### config.mk
export PLATFORM = sky130hd
export DESIGN_NAME = pwm_cfg_arbiter
export DESIGN_NICKNAME = d
export VERILOG_FILES = /design/src/rtl/pwm_cfg_arbiter_pkg.sv /design/src/rtl/pwm_rr_arbiter.sv /design/src/rtl/pwm_cfg_arbiter.sv
export SDC_FILE = /design/constraint.sdc
export NUM_CORES = 1
export LEC_CHECK = 0
export BUFFER_PORTS_ARGS = -buffer_cell sky130_fd_sc_hd__buf_4
export CAP_MARGIN = 20
export CORE_MARGIN = 5
export CORE_UTILIZATION = 49
export CTS_CLUSTER_DIAMETER = 30
export CTS_CLUSTER_SIZE = 8
export DETAILED_ROUTE_END_ITERATION = 10
export GPL_ROUTABILITY_DRIVEN = 0
export PLACE_DENSITY = 0.79
export SYNTH_ARGS = -nofsm -noshare
export SYNTH_HDL_FRONTEND = slang
export SYNTH_HIERARCHICAL = 1
export SYNTH_SLANG_ARGS = --single-unit
### constraint.sdc
create_clock -name clk -period 2.12 [get_ports clk]
set_input_delay 0.212 -clock clk [delete_from_list [all_inputs] [get_ports clk]]
set_output_delay 0.212 -clock clk [all_outputs]
set_load 0.02 [all_outputs]
### src/rtl/pwm_cfg_arbiter_pkg.sv
// rtl/pwm_cfg_arbiter_pkg.sv - shared widths and FSM encoding for the PWM config arbiter
package pwm_cfg_arbiter_pkg;

    localparam int PWM_CH_W  = 8;
    localparam int PWM_CNT_W = 28;

    typedef enum logic {
        ST_ARB   = 1'b0,
        ST_SWEEP = 1'b1
    } arb_state_t;

endpackage

### src/rtl/pwm_rr_arbiter.sv
// rtl/pwm_rr_arbiter.sv - round-robin grant: first requester at or above ptr, wrapping
module pwm_rr_arbiter #(
    parameter int REQ_NUM = 2,
    parameter int PTR_W   = 1
) (
    input  logic [REQ_NUM-1:0] req,
    input  logic [PTR_W-1:0]   ptr,
    output logic [REQ_NUM-1:0] grant,
    output logic [PTR_W-1:0]   winner
);

    logic             found;
    logic [PTR_W-1:0] idx;

    always_comb begin
        grant  = '0;
        winner = '0;
        found  = 1'b0;
        idx    = '0;
        for (int i = 0; i < REQ_NUM; i++) begin
            idx = PTR_W'((int'(ptr) + i) % REQ_NUM);
            if (!found && req[idx]) begin
                found      = 1'b1;
                grant[idx] = 1'b1;
                winner     = idx;
            end
        end
    end

endmodule

### src/rtl/pwm_cfg_arbiter.sv
// rtl/pwm_cfg_arbiter.sv - arbitrates PWM config updates onto one bus, with watchdog failsafe sweep
module pwm_cfg_arbiter
    import pwm_cfg_arbiter_pkg::*;
#(
    parameter int REQ_NUM     = 2,
    parameter int PWM_NUM     = 1,
    parameter int TIMEOUT_CYC = 100000000
) (
    input  logic                          clk,
    input  logic                          rst,
    input  logic [REQ_NUM-1:0]            req_vld,
    output logic [REQ_NUM-1:0]            req_rdy,
    input  logic [PWM_CH_W*REQ_NUM-1:0]   req_channel,
    input  logic [REQ_NUM-1:0]            req_en,
    input  logic [PWM_CNT_W*REQ_NUM-1:0]  req_period,
    input  logic [PWM_CNT_W*REQ_NUM-1:0]  req_hlevel,
    output logic                          pwm_config_vld,
    output logic [PWM_CH_W-1:0]           pwm_config_channel,
    output logic                          pwm_en,
    output logic [PWM_CNT_W-1:0]          pwm_period,
    output logic [PWM_CNT_W-1:0]          pwm_hlevel,
    output logic                          failsafe_active
);

    localparam int PTR_W = (REQ_NUM > 1) ? $clog2(REQ_NUM) : 1;
    localparam int CNT_W = (TIMEOUT_CYC > 0) ? $clog2(TIMEOUT_CYC + 1) : 1;
    localparam bit WDOG_ON = (TIMEOUT_CYC != 0);
    localparam logic [CNT_W-1:0]    CNT_LAST   = CNT_W'((TIMEOUT_CYC > 0) ? TIMEOUT_CYC - 1 : 0);
    localparam logic [PTR_W-1:0]    PTR_LAST   = PTR_W'(REQ_NUM - 1);
    localparam logic [PWM_CH_W-1:0] SWEEP_LAST = PWM_CH_W'(PWM_NUM - 1);

    arb_state_t             state_q, state_d;
    logic [PTR_W-1:0]       ptr_q;
    logic [CNT_W-1:0]       cnt_q;
    logic [PWM_CH_W-1:0]    sweep_idx_q;
    logic [REQ_NUM-1:0]     grant;
    logic [PTR_W-1:0]       winner;
    logic                   accept;
    logic                   expire;

    pwm_rr_arbiter #(
        .REQ_NUM (REQ_NUM),
        .PTR_W   (PTR_W)
    ) u_rr (
        .req    (req_vld),
        .ptr    (ptr_q),
        .grant  (grant),
        .winner (winner)
    );

    always_ff @(posedge clk or negedge rst) begin
        if (!rst) begin
            state_q <= ST_ARB;
        end else begin
            state_q <= state_d;
        end
    end

    // An accept in the same cycle as the last watchdog count suppresses the expiry.
    always_comb begin
        state_d = state_q;
        req_rdy = '0;
        accept  = 1'b0;
        expire  = 1'b0;
        case (state_q)
            ST_ARB: begin
                req_rdy = grant;
                accept  = |req_vld;
                expire  = WDOG_ON && !failsafe_active && !accept && (cnt_q == CNT_LAST);
                if (expire) begin
                    state_d = ST_SWEEP;
                end
            end
            ST_SWEEP: begin
                if (sweep_idx_q == SWEEP_LAST) begin
                    state_d = ST_ARB;
                end
            end
            default: state_d = ST_ARB;
        endcase
    end

    always_ff @(posedge clk or negedge rst) begin
        if (!rst) begin
            ptr_q           <= '0;
            cnt_q           <= '0;
            sweep_idx_q     <= '0;
            failsafe_active <= 1'b0;
        end else begin
            if (accept) begin
                ptr_q <= (winner == PTR_LAST) ? '0 : winner + 1'b1;
            end
            if (!WDOG_ON || accept || expire) begin
                cnt_q <= '0;
            end else if (!failsafe_active) begin
                cnt_q <= cnt_q + 1'b1;
            end
            if (expire) begin
                failsafe_active <= 1'b1;
            end else if (accept) begin
                failsafe_active <= 1'b0;
            end
            if (state_q == ST_SWEEP) begin
                sweep_idx_q <= (sweep_idx_q == SWEEP_LAST) ? '0 : sweep_idx_q + 1'b1;
            end
        end
    end

    // Data outputs hold their last value whenever no strobe is issued.
    always_ff @(posedge clk or negedge rst) begin
        if (!rst) begin
            pwm_config_vld     <= 1'b0;
            pwm_config_channel <= '0;
            pwm_en             <= 1'b0;
            pwm_period         <= '0;
            pwm_hlevel         <= '0;
        end else if (state_q == ST_SWEEP) begin
            pwm_config_vld     <= 1'b1;
            pwm_config_channel <= sweep_idx_q;
            pwm_en             <= 1'b0;
            pwm_period         <= '0;
            pwm_hlevel         <= '0;
        end else if (accept) begin
            pwm_config_vld     <= 1'b1;
            pwm_config_channel <= req_channel[winner*PWM_CH_W +: PWM_CH_W];
            pwm_en             <= req_en[winner];
            pwm_period         <= req_period[winner*PWM_CNT_W +: PWM_CNT_W];
            pwm_hlevel         <= req_hlevel[winner*PWM_CNT_W +: PWM_CNT_W];
        end else begin
            pwm_config_vld     <= 1'b0;
        end
    end

endmodule

After elaboration in Yosys (flattened, before gate mapping)
Index checks and enable logic that the tools add are counted.

Latch bits: 0. Input port bits: 134. RAM bits: 0. Register bits after elaboration: 104. Memories kept: 0. ROM bits: 0. Output and inout port bits: 69.

Shift-type cells: 3. Reductions and logical operators: 13. Multiplexer cells: 37. Bitwise logic cells: 2. Multipliers: 1. Eq/ne operators: 2. Add/sub/neg operators: 4. $lt $le $gt $ge: 5. Divide/modulo/power cells: 0.

Operators with widths (number): $mux 28 (4); $shiftx 56x7->28 (2); $mux 27 (2); $add 27x1->27 const B (1); $eq 27x27->1 const B (1); $mux 8 (3); $mux 1 (22); $shiftx 16x5->8 (1); $add 8x1->8 const B (1); $logic_not 8->1 (1); $lt 1x2->1 const B (3); $mux 2 (3); $logic_and 1x1->1 (5); $mul 1x3->4 const B (1); $reduce_bool 2->1 (2); $logic_not 1->1 (3); $add 1x1->1 const B (2); $demux 1 s1 (2); $ge 1x1->1 const B (2); $ne 2x1->1 const B (1); $or 2x2->2 (1); $pmux 1 s2 (1); $reduce_or 2->1 (1); $logic_or 1x1->1 (1); $not 1->1 (1).

Longest topological paths before layout
Depth in word-level cells: 10. Mapped depth: 8. Mapped depth without buffers: 6.

Cells and area by module
Netlist, hierarchy kept.

By module, submodules not included: pwm_cfg_arbiter (cells an instance 511, area an instance 5136.2 µm², instances 1); pwm_rr_arbiter (cells an instance 4, area an instance 30.0 µm², instances 1).

Worst setup path before layout
OpenSTA, ideal clock, no wires.

Kind: flip-flop to flip-flop. Start: reg failsafe_active. End: reg cnt_q[23]. Period minus slack after synthesis: 1.968 ns. Required time: 2.001 ns. Stages on the path, launching flop included: 8. Setup time: 0.119 ns. Buffers on the path: 2. Data arrival time: 1.849 ns. Path slack: 0.152 ns. Path through: dfrtp_1 and4b_1 buf_2 nand2_2 or4_4 nand2_4 buf_6 nor2_1.

Word-level cells in the longest chain between the ends: 6. Elaborated cells between the ends (all ways): 7. Classes of those cells: eq/ne: 1; mux: 2; reduce/logical: 4.

RTL lines: from (decl) (RTL line pwm_cfg_arbiter.sv:22) `output logic failsafe_active`; from (signal assigned) (RTL line pwm_cfg_arbiter.sv:88) `failsafe_active <= 1'b0;`; from (signal assigned) (RTL line pwm_cfg_arbiter.sv:99) `failsafe_active <= 1'b1;`; from (signal assigned) (RTL line pwm_cfg_arbiter.sv:101) `failsafe_active <= 1'b0;`; $logic_not 1->1; $logic_and 1x1->1 (2 in series) (RTL line pwm_cfg_arbiter.sv:69) `expire = WDOG_ON && !failsafe_active && !accept && (cnt_q == CNT_LAST);`; $mux 1 (RTL line pwm_cfg_arbiter.sv:65) `case (state_q)`; $logic_or 1x1->1 (RTL line pwm_cfg_arbiter.sv:93) `if (!WDOG_ON || accept || expire) begin`; $ne 2x1->1 (no source line) or $mux 27 (tied branches); to (signal assigned) (RTL line pwm_cfg_arbiter.sv:96) `cnt_q <= cnt_q + 1'b1;`; to (decl) (RTL line pwm_cfg_arbiter.sv:34) `logic [CNT_W-1:0] cnt_q;`.

Several ways; a longest one is shown, not always the timed one. A chain may end at the register's enable or synchronous reset.

Worst setup path in the final report
Start: reg state_q. End: reg cnt_q[19].

Word-level cells in the longest chain between the ends: 3. Elaborated cells between the ends (all ways): 5. Classes of those cells: eq/ne: 1; mux: 3; reduce/logical: 1.

RTL lines: from (decl) (RTL line pwm_cfg_arbiter.sv:32) `arb_state_t state_q, state_d;`; from (signal assigned) (RTL line pwm_cfg_arbiter.sv:55) `state_q <= state_d;`; $mux 1 (RTL line pwm_cfg_arbiter.sv:65); $logic_or 1x1->1 * (RTL line pwm_cfg_arbiter.sv:93); $ne 2x1->1 (no source line) or $mux 27 (tied branches).

Every way passes the cells marked *; elsewhere a longest branch is shown, timed or not.

==> qor.yml <==
sta:
  max_clock_freq_ghz: 0.500
  setup_tns_ns: 0
  drv_slew: 0
  min_period_over_period: 0.943
  setup_viol: 0
  period_needed_ns: 2.00
  fin_skew_ns: 0.0141
  rsz0062_at_grt: "no"
  worst_pin_slew_ns: 0.829
  max-slew-margin-rel: 0.447
  hold_violations: 0
  whs_ns: 0.107
clock_tree:
  cts_tree: "done"
  cts_sinks: 104
  cts_buffers: 9
  clockBufferDepth: 2
  clkLatencyLatePin_ns: 0.37
  cts_resized: 0
  clk_pin_slew_ns: 0.10
  root_buffer: "clkbuf_8"
  cts_max_level: 3
worst_setup_path:
  r2r-end: "cnt_q[19]"
  cp_slowest_cell: "or4_4"
  max_stage_delay_ns: 0.58
  crit_type: "reg -> reg"
  cp-start-kind: "register"
  crit_start: "state_q"
  worstPathArrival_ns: 2.25
  reg2reg_depth: 5
  regToRegSetupSlack_ns: 0.12
  cp-end-kind: "register"
  path_buf_inv: 0
  critPathMaxFanout: 18
  cpLargestDelayFamily: "simple AND/OR/NAND/NOR gates"
  r2r-start: "state_q"
  required_ns: 2.37
  path_cells: "or3_4, nand4b_1, or4_4, nand2_4, nor2_1"
die:
  io_pins: 203
  dieWidth_um: 113
  floorplan.initialDensity: 0.500
  dieArea_mm2: 0.0127
  rows: 37
  fp.dieH_um: 113
  design.core.area_mm2: 0.0103
final_layout:
  diodes: 0
  fill_cells: 802
  area_growth_pct: 36.2
  drive_above_1_share: 0.335
  final_nets: 842
detailed_routing:
  wl_um: 14200
  drt_iter0_markers: 198
  wl_per_cell_um: 16.8
  route.vias.total: 4512
  first_pass_iters: 4
  via_per_inst: 5.33
  remaining_drc_errors: 0
  final_antenna_net_count: 0
global_route:
  grt_pass1_wl_um: 23000
  gr-total-overflow: 0
  grt_pass1_vias: 4605
  grt_max_degree: 85
  antenna_found_initial: 0
  grt_use_total: 0.223
logic_synthesis:
  netlist_instances: 515
  ys_seq_elements: 104
  synth-main-ff-cell: "dfrtp_1"
  ys_seq_area_frac: 0.504
  synth_fp_nets: 652
  synth_commonest_cells: "dfrtp_1 (104), nor2_1 (98), mux2i_1 (67), a211oi_1 (57), nand2_1 (27)"
  synthArstFlopShare: 1.00
  synth_area_leaders: "dfrtp_1 (50%), mux2i_1 (13%), a211oi_1 (8.3%)"
  syn_area_per_cell_um2: 10.0
  yosys_warnings: 6
  yosysMostFrequentCell: "dfrtp_1"
  synth_area_mm2: 0.00517
  synth_edf_count: 0
  synth.top_cell.area_share: 0.504
  synth.distinct_cells: 37
  synth_top_area_cell: "dfrtp_1"
hold_path:
  hp-class: "in -> reg"
  holdCritStartpoint: "req_vld[1]"
  hold_depth: 2
  whs_endpoint: "pwm_config_vld"
run:
  drv_cap: 0
run_status:
  status: "finished, final reports clean"
power_and_ir_drop:
  power.density_mw_per_mm2: 634
  p_leak_nw: 3.23
  vdd_ir_drop_max_mv: 0.374
placed_design:
  port_buffers: 202
  hpwl_um: 10900
## final cells by class
class	instances	area, um^2	area share
tap	136	170	0.0242
clock inverter	7	62.6	0.00889
multi-input combinational	370	2410	0.342
timing repair buffer	214	1650	0.234
clock buffer	9	124	0.0176
inverter	6	22.5	0.00320
sequential	104	2600	0.370
## layout by cell type, fill, tap and decap left out, drive strengths merged
master       synthesis  final
a31oi                1      1
and4                 4      4
a21boi               3      3
xnor2               19     19
a21oi               16     16
o21ai               11     11
nand4                8      8
nor4                 8      8
clkinv               0      3
or4                  1      1
or3                  2      2
nand4b               2      2
a21o                 1      1
and3                 1      1
clkbuf              23      9
nand3b               1      1
a211oi              57     57
buf                 12    213
nor4bb               1      1
nand3               12     12
dfrtp              104    104
nand2               29     29
ha                   3      3
mux2i               67     67
or2                  2      2
nor2b                4      4
xor2                 7      7
nand2b               1      1
dlygate4sd3          0      1
nor3                10     10
inv                  6     10
and4b                1      1
nor2                98     98
## worst max-delay path by stage
stage,end,slack [ns],depth (start not counted)
6_report,cnt_q[19],0.12,5
5_1_grt,cnt_q[5],0.08,5
4_1_cts,cnt_q[19],0.14,5
3_5_place_dp,cnt_q[11],0.16,5
3_3_place_gp,cnt_q[5],0.21,5
2_1_floorplan,cnt_q[23],0.15,7
## logic make-up after synthesis
family                     synth area share
xor gates and xnor gates             0.0441
and+or+nand+nor                       0.166
AOI/OAI and AO/OA                     0.117
DFF                                   0.504
adders and majority gates           0.00727
muxes                                 0.130
buffers and inverters                0.0327
## state kept, by name, summed over array words and instances, names as in the netlist
name	count
pwm_period	28
state_q	1
ptr_q	1
cnt_q	27
pwm_hlevel	28
pwm_config_vld	1
failsafe_active	1
pwm_config_channel	8
sweep_idx_q	8
pwm_en	1
## where the power goes
group | switching (mW) | internal [mW]
combinational | 0.541 | 0.518
sequential | 0.0852 | 2.13
clock | 0.733 | 0.455
## metal layers
metal | share of wire | vias up | wire length (um) | GRT usage
li1 | - | 2198 | - | -
met1 | 0.39 | 2155 | 5520 | 0.270
met2 | 0.54 | 145 | 7630 | 0.400
met3 | 0.060 | 14 | 853 | 0.0474
met4 | 0.013 | 0 | 184 | 0.0649
met5 | 0 | - | 0 | 0
## what timing repair did
item                                   CTS  global route
hold buffers                             1             0
buffers inserted                         0             0
endpoints found under the hold margin  104             0
setup endpoints to repair                0             0
## metrics by stage
step / instance area, um^2 / cells / power [mW] / utilization / setup WS (ns)
6_report: 7040 / 846 / 4.46 / 0.682 / 0.121
5_1_grt: 7040 / 846 / 4.66 / 0.682 / 0.0754
4_1_cts: 7040 / 846 / 4.50 / 0.682 / 0.136
3_5_place_dp: 6840 / 829 / 3.33 / 0.663 / 0.158
3_3_place_gp: 6840 / 829 / 3.30 / 0.663 / 0.209
2_1_floorplan: 5170 / 515 / 2.74 / - / 0.152
(Power assumes the default switching activity.)
